[src/rtl/ppu_pkg.sv]
// Shared types and sizing for the PPU background pipeline.
// Tile geometry and palette-index helpers used by the pixel shifter.
package ppu_pkg;

   localparam int unsigned TILE_W  = 8;
   localparam int unsigned FINEX_W = 3;
   localparam int unsigned PLANE_W = 2 * TILE_W;

   typedef logic [3:0] palette_index_t;

   // A zero colour index is transparent, so the attribute bits are dropped with it.
   function automatic palette_index_t make_index(input logic a1, input logic a0,
                                                 input logic p1, input logic p0);
      palette_index_t idx;
      idx = ({p1, p0} == 2'b00) ? palette_index_t'(0) : {a1, a0, p1, p0};
      return idx;
   endfunction

endpackage

[src/rtl/bg_plane_shifter.sv]
// One background bit-plane: a 16-bit pattern shifter, an 8-bit attribute shifter fed by a
// one-bit attribute latch, and a fine-X tap on each.
module bg_plane_shifter
   import ppu_pkg::*;
(
   input  logic               clk_i,
   input  logic               rst_i,
   input  logic               clock_en_i,
   input  logic               shift_en_i,
   input  logic               reload_en_i,
   input  logic [TILE_W-1:0]  tile_byte_i,
   input  logic               attr_bit_i,
   input  logic [FINEX_W-1:0] fine_x_i,
   output logic               pat_bit_o,
   output logic               attr_bit_o
);

   logic [PLANE_W-1:0] pat_q, pat_d;
   logic [TILE_W-1:0]  attr_q, attr_d;
   logic               latch_q, latch_d;
   logic [PLANE_W-1:0] pat_tap;
   logic [TILE_W-1:0]  attr_tap;

   // Shift first, then a same-dot reload overwrites the low byte; the attribute plane
   // always takes the latch value from before this dot.
   always_comb begin
      pat_d   = pat_q;
      attr_d  = attr_q;
      latch_d = latch_q;
      if (clock_en_i) begin
         if (shift_en_i) begin
            pat_d  = {pat_q[PLANE_W-2:0], 1'b0};
            attr_d = {attr_q[TILE_W-2:0], latch_q};
         end
         if (reload_en_i) begin
            pat_d[TILE_W-1:0] = tile_byte_i;
            latch_d           = attr_bit_i;
         end
      end
   end

   always_ff @(posedge clk_i or posedge rst_i) begin
      if (rst_i) begin
         pat_q   <= '0;
         attr_q  <= '0;
         latch_q <= 1'b0;
      end else begin
         pat_q   <= pat_d;
         attr_q  <= attr_d;
         latch_q <= latch_d;
      end
   end

   // Fine-X selects counting from the MSB, taken from the pre-update state.
   assign pat_tap    = pat_q << fine_x_i;
   assign attr_tap   = attr_q << fine_x_i;
   assign pat_bit_o  = pat_tap[PLANE_W-1];
   assign attr_bit_o = attr_tap[TILE_W-1];

endmodule

[src/rtl/background_pixel_shifter.sv]
// Background pixel shifter: two plane shifters plus PPUMASK masking and a registered
// 4-bit palette index for the sprite/background priority stage.
module background_pixel_shifter
   import ppu_pkg::*;
(
   input  logic               clock,
   input  logic               reset,
   input  logic               clock_EN,
   input  logic               shift_EN,
   input  logic               reload_EN,
   input  logic [TILE_W-1:0]  tileLowByte,
   input  logic [TILE_W-1:0]  tileHighByte,
   input  logic [1:0]         tileAttribute,
   input  logic [FINEX_W-1:0] fineX_IN,
   input  logic               showBackground,
   input  logic               showLeft8,
   input  logic [7:0]         pixelX,
   input  logic               pixelActive,
   output logic [3:0]         bgPixel_OUT,
   output logic               bgPixelValid_OUT
);

   logic           p0, p1, a0, a1;
   logic           masked;
   palette_index_t pix_q, pix_d;
   logic           valid_q, valid_d;

   bg_plane_shifter u_plane0 (
      .clk_i       (clock),
      .rst_i       (reset),
      .clock_en_i  (clock_EN),
      .shift_en_i  (shift_EN),
      .reload_en_i (reload_EN),
      .tile_byte_i (tileLowByte),
      .attr_bit_i  (tileAttribute[0]),
      .fine_x_i    (fineX_IN),
      .pat_bit_o   (p0),
      .attr_bit_o  (a0)
   );

   bg_plane_shifter u_plane1 (
      .clk_i       (clock),
      .rst_i       (reset),
      .clock_en_i  (clock_EN),
      .shift_en_i  (shift_EN),
      .reload_en_i (reload_EN),
      .tile_byte_i (tileHighByte),
      .attr_bit_i  (tileAttribute[1]),
      .fine_x_i    (fineX_IN),
      .pat_bit_o   (p1),
      .attr_bit_o  (a1)
   );

   always_comb begin
      masked  = !showBackground || ((pixelX < 8'(TILE_W)) && !showLeft8) || !pixelActive;
      pix_d   = pix_q;
      valid_d = valid_q;
      if (clock_EN) begin
         pix_d   = masked ? palette_index_t'(0) : make_index(a1, a0, p1, p0);
         valid_d = pixelActive;
      end
   end

   always_ff @(posedge clock or posedge reset) begin
      if (reset) begin
         pix_q   <= '0;
         valid_q <= 1'b0;
      end else begin
         pix_q   <= pix_d;
         valid_q <= valid_d;
      end
   end

   assign bgPixel_OUT      = pix_q;
   assign bgPixelValid_OUT = valid_q;

endmodule

[config.mk]
export PLATFORM = sky130hd
export DESIGN_NAME = background_pixel_shifter
export DESIGN_NICKNAME = d
export VERILOG_FILES = /design/src/rtl/ppu_pkg.sv /design/src/rtl/bg_plane_shifter.sv /design/src/rtl/background_pixel_shifter.sv
export SDC_FILE = /design/constraint.sdc
export NUM_CORES = 1
export LEC_CHECK = 0
export ABC_AREA = 0
export ABC_CLOCK_PERIOD_IN_PS = 2100
export CORE_MARGIN = 10
export CORE_UTILIZATION = 25
export CTS_CLUSTER_DIAMETER = 40
export DETAILED_ROUTE_END_ITERATION = 12
export PLACE_DENSITY_LB_ADDON = 0.12
export REMOVE_ABC_BUFFERS = 1
export SETUP_SLACK_MARGIN = 0.2
export SLEW_MARGIN = 0
export SYNTH_ARGS = -nofsm -noshare
export SYNTH_HDL_FRONTEND = slang
export SYNTH_SLANG_ARGS = --single-unit
[constraint.sdc]
create_clock -name clock -period 2.1 [get_ports clock]
set_input_delay 0.63 -clock clock [delete_from_list [all_inputs] [get_ports clock]]
set_output_delay 0.63 -clock clock [all_outputs]
set_load 0.05 [all_outputs]
==> impl_metrics.csv <==
group,metric,value,unit
finish,finalInstanceArea,3176,um2
placed_design,gp_congestion,0.6890,
logic_synthesis,syn_avg_cell_area,13.94,um2
sta,setup_viol,0,
setup_path,critPathLaunch,"fineX_IN[0]",
pwr,peakVddDrop,0.0003012,V
global_routing,grt_pass1_vias,1642,
floorplanning,num_io_pins,42,
sta,post-route-period-util,84.36,%
run,cap_viol_max_count,0,
clock_network,numCtsBuffers,5,
logic_synthesis,netlist_area,2440,um2
setup_path,path_class,"in -> reg",
floorplanning,die_w,118.8,um
sta,worst_pin_slew,0.4239,ns
clock_network,htree_levels,2,
detailed_routing,drt_iter0_drc,32,
clock_network,post_cts_buffers,0,
pwr,pwr_density_cell,946.8,nW/um2
clock_network,cts_tree,"done",
clock_network,clockRootBuffer,"clkbuf_8",
placed_design,dp_hpwl,3.365,mm
floorplanning,dieArea,14110,um2
pwr,pwr-share-clk,24.2,%
sta,rsz0062_at_grt,"false",
logic_synthesis,ys_warn_count,0,
detailed_routing,vias_per_cell,4.265,
sta,period_needed,1.772,ns
finish,synthToLayoutAreaGrowth,30.15,%
setup_path,rrSetupSlack,0.66,ns
clock_network,clk_pin_slew,0.10,ns
setup_path,arrival,1.97,ns
sta,fin_skew,0.009295,ns
logic_synthesis,netlist_instances,175,
pwr,power_frac_comb,23.3,%
detailed_routing,drc,0,
pwr,power.leakage,1.412,nW
setup_path,critPathCapture,"bgPixel_OUT[2]",
global_routing,antenna_found_initial,0,
floorplanning,num_rows,35,
finish,nets,258,
finish,antennaDiodeCount,0,
logic_synthesis,yosysSeqAreaShare,56.41,%
sta,max_freq,564.5,MHz
global_routing,grt_max_degree,56,
clock_network,cts_sinks,55,
setup_path,r2r-end,"bgPixel_OUT[2]",
setup_path,start_kind,"input port",
hold_path,worst_hold_path_type,"reg -> reg",
floorplanning,initial_core_util,26.03,%
setup_path,required,2.29,ns
detailed_routing,ant_nets,0,
clock_network,cts_buffer_depth,2,
pwr,p_int,2.206,mW
sta,slew_viol_final,0,
detailed_routing,vias,1497,
logic_synthesis,synth.distinct_cells,21,
global_routing,grt_use_total,7.204,%
sta,finalHoldViolCount,0,
placed_design,placed_area,3057,um2
setup_path,ff2ff_path_depth,4,
setup_path,end_kind,"flip-flop",
detailed_routing,post_drt_wl_per_cell,13.32,um
clock_network,clock_latency,0.31,ns
floorplanning,core_region_area,9371,um2
pwr,p_switching,0.8011,mW
setup_path,worst-path-max-fanout,7,
sta,timing.slew.headroom,71.74,%
logic_synthesis,ys_seq_elements,55,
finish,fillers,977,
finish,drive_gt1_share,16.67,%
detailed_routing,drt_first_pass_iters,4,
detailed_routing,wirelength,4.677,mm
pwr,switching_share,26.64,%
sta,fin_hold_ws,0.4906,ns
placed_design,io_buffers,38,
global_routing,grt_remaining_overflow,0,
setup_path,worstReg2RegStart,"u_plane1.pat_q[12]",
pwr,power_frac_seq,52.5,%
outcome,status,"finished clean",
floorplanning,fp.dieH,118.8,um
global_routing,grt_pass1_wl,8.307,mm
==> cell type report <==
cell class	instances	area, um2	share of cell area (%)
inverter	5	18.77	0.5910
timing repair buffer	51	516.7	16.27
multi-input combinational	103	984.7	31.01
tap	129	161.4	5.083
clock buffer	6	82.58	2.600
sequential	55	1376	43.34
clock inverter	2	35.03	1.103
==> per-layer routing <==
| layer | up-vias | share of wire (%) | track usage, % |
|---|---|---|---|
| li1 | 722 | - | - |
| met1 | 734 | 51 | 9.663 |
| met2 | 35 | 43 | 10.48 |
| met3 | 6 | 5.0 | 2.761 |
| met4 | 0 | 1.1 | 2.061 |
| met5 | - | 0 | 0 |
==> cell families after synthesis <==
logic type	synth area share, %
compound gates	5.128
mux	31.54
flops	56.41
simple gates	3.539
buf+inv	3.384
==> through the flow <==
step	utilization [%]	cells	setup slack, ns	setup TNS, ns	total power [mW]
after floorplan	-	163	0.1271	0	2.026
after global placement	32.62	343	-0.2970	-0.9699	2.321
after detailed placement	32.62	343	-0.2825	-0.9593	2.325
after CTS	33.86	351	0.2480	0	3.072
after global routing	33.89	351	0.2470	0	3.248
final	33.89	351	0.3284	0	3.007
==> registers in the layout, summed over array words and instances, names as in the netlist <==
signal / flops
bgPixel_OUT: 4
u_plane1.latch_q: 1
bgPixelValid_OUT: 1
u_plane1.pat_q: 16
u_plane0.pat_q: 16
u_plane0.attr_q: 8
u_plane1.attr_q: 8
u_plane0.latch_q: 1
==> power groups by stage <==
stage / Clock, mW / Sequential [mW] / Combinational, mW
global route: 0.821 / 1.64 / 0.789
CTS: 0.767 / 1.59 / 0.719
floorplan: 0 / 1.58 / 0.449
global placement: 0 / 1.61 / 0.706
detailed placement: 0 / 1.61 / 0.717
finish: 0.727 / 1.58 / 0.701
==> synth_stat cells <==
cell type	n	area share, %
dfrtp_1	55	56
mux2_1	30	14
mux2i_1	18	7.4
nand2_1	17	2.6
o21ai_1	15	3.1
buf_2	5	1.0
inv_1	5	0.77
mux2_2	5	2.3
clkbuf_1	4	0.62
mux4_1	4	4.3
mux4_2	4	3.7
a32o_1	2	0.82
o22ai_1	2	0.51
o32ai_1	2	0.72
and2_1	1	0.26
buf_4	1	0.31
buf_6	1	0.46
clkbuf_2	1	0.20
nand4_1	1	0.26
nor2_1	1	0.15
nor4_1	1	0.26
==> worst min path at each step <==
stage / cells after the start / to / slack (ns) / from
finish: 2 / u_plane1.pat_q[7] / 0.49 / u_plane1.pat_q[7]
global route: 2 / u_plane0.pat_q[6] / 0.52 / u_plane0.pat_q[6]
CTS: 2 / u_plane0.pat_q[3] / 0.50 / u_plane0.pat_q[3]
detailed placement: 2 / u_plane0.pat_q[3] / 0.48 / u_plane0.pat_q[3]
global placement: 1 / u_plane1.pat_q[8] / 0.47 / u_plane1.pat_q[7]
floorplan: 2 / u_plane0.pat_q[7] / 0.45 / u_plane0.pat_q[7]
==> critical path, cell delays in order <==
cell and delay (ns):
dlygate4sd2_1 0.24, buf_12 0.14, mux4_2 0.50, mux2i_1 0.18, and2_1 0.17, o32ai_1 0.09
==> placed cells by master, fill, tap and decap left out, types with 5 or more instances in the layout <==
| cell type | n |
|---|---|
| mux2_1 | 30 |
| mux2i_1 | 18 |
| clkbuf_8 | 6 |
| nand2_1 | 17 |
| o21ai_1 | 14 |
| buf_4 | 14 |
| clkdlybuf4s50_1 | 31 |
| mux2_2 | 5 |
| dfrtp_1 | 55 |
==> what timing repair did <==
| item | in CTS | in global routing |
|---|---|---|
| resized for setup | 1 | 1 |
| setup endpoints to repair | 4 | 2 |
| pin swaps | 1 | 0 |
| hold buffers | 0 | 0 |
Note: power is estimated with default switching activity, not from simulation.
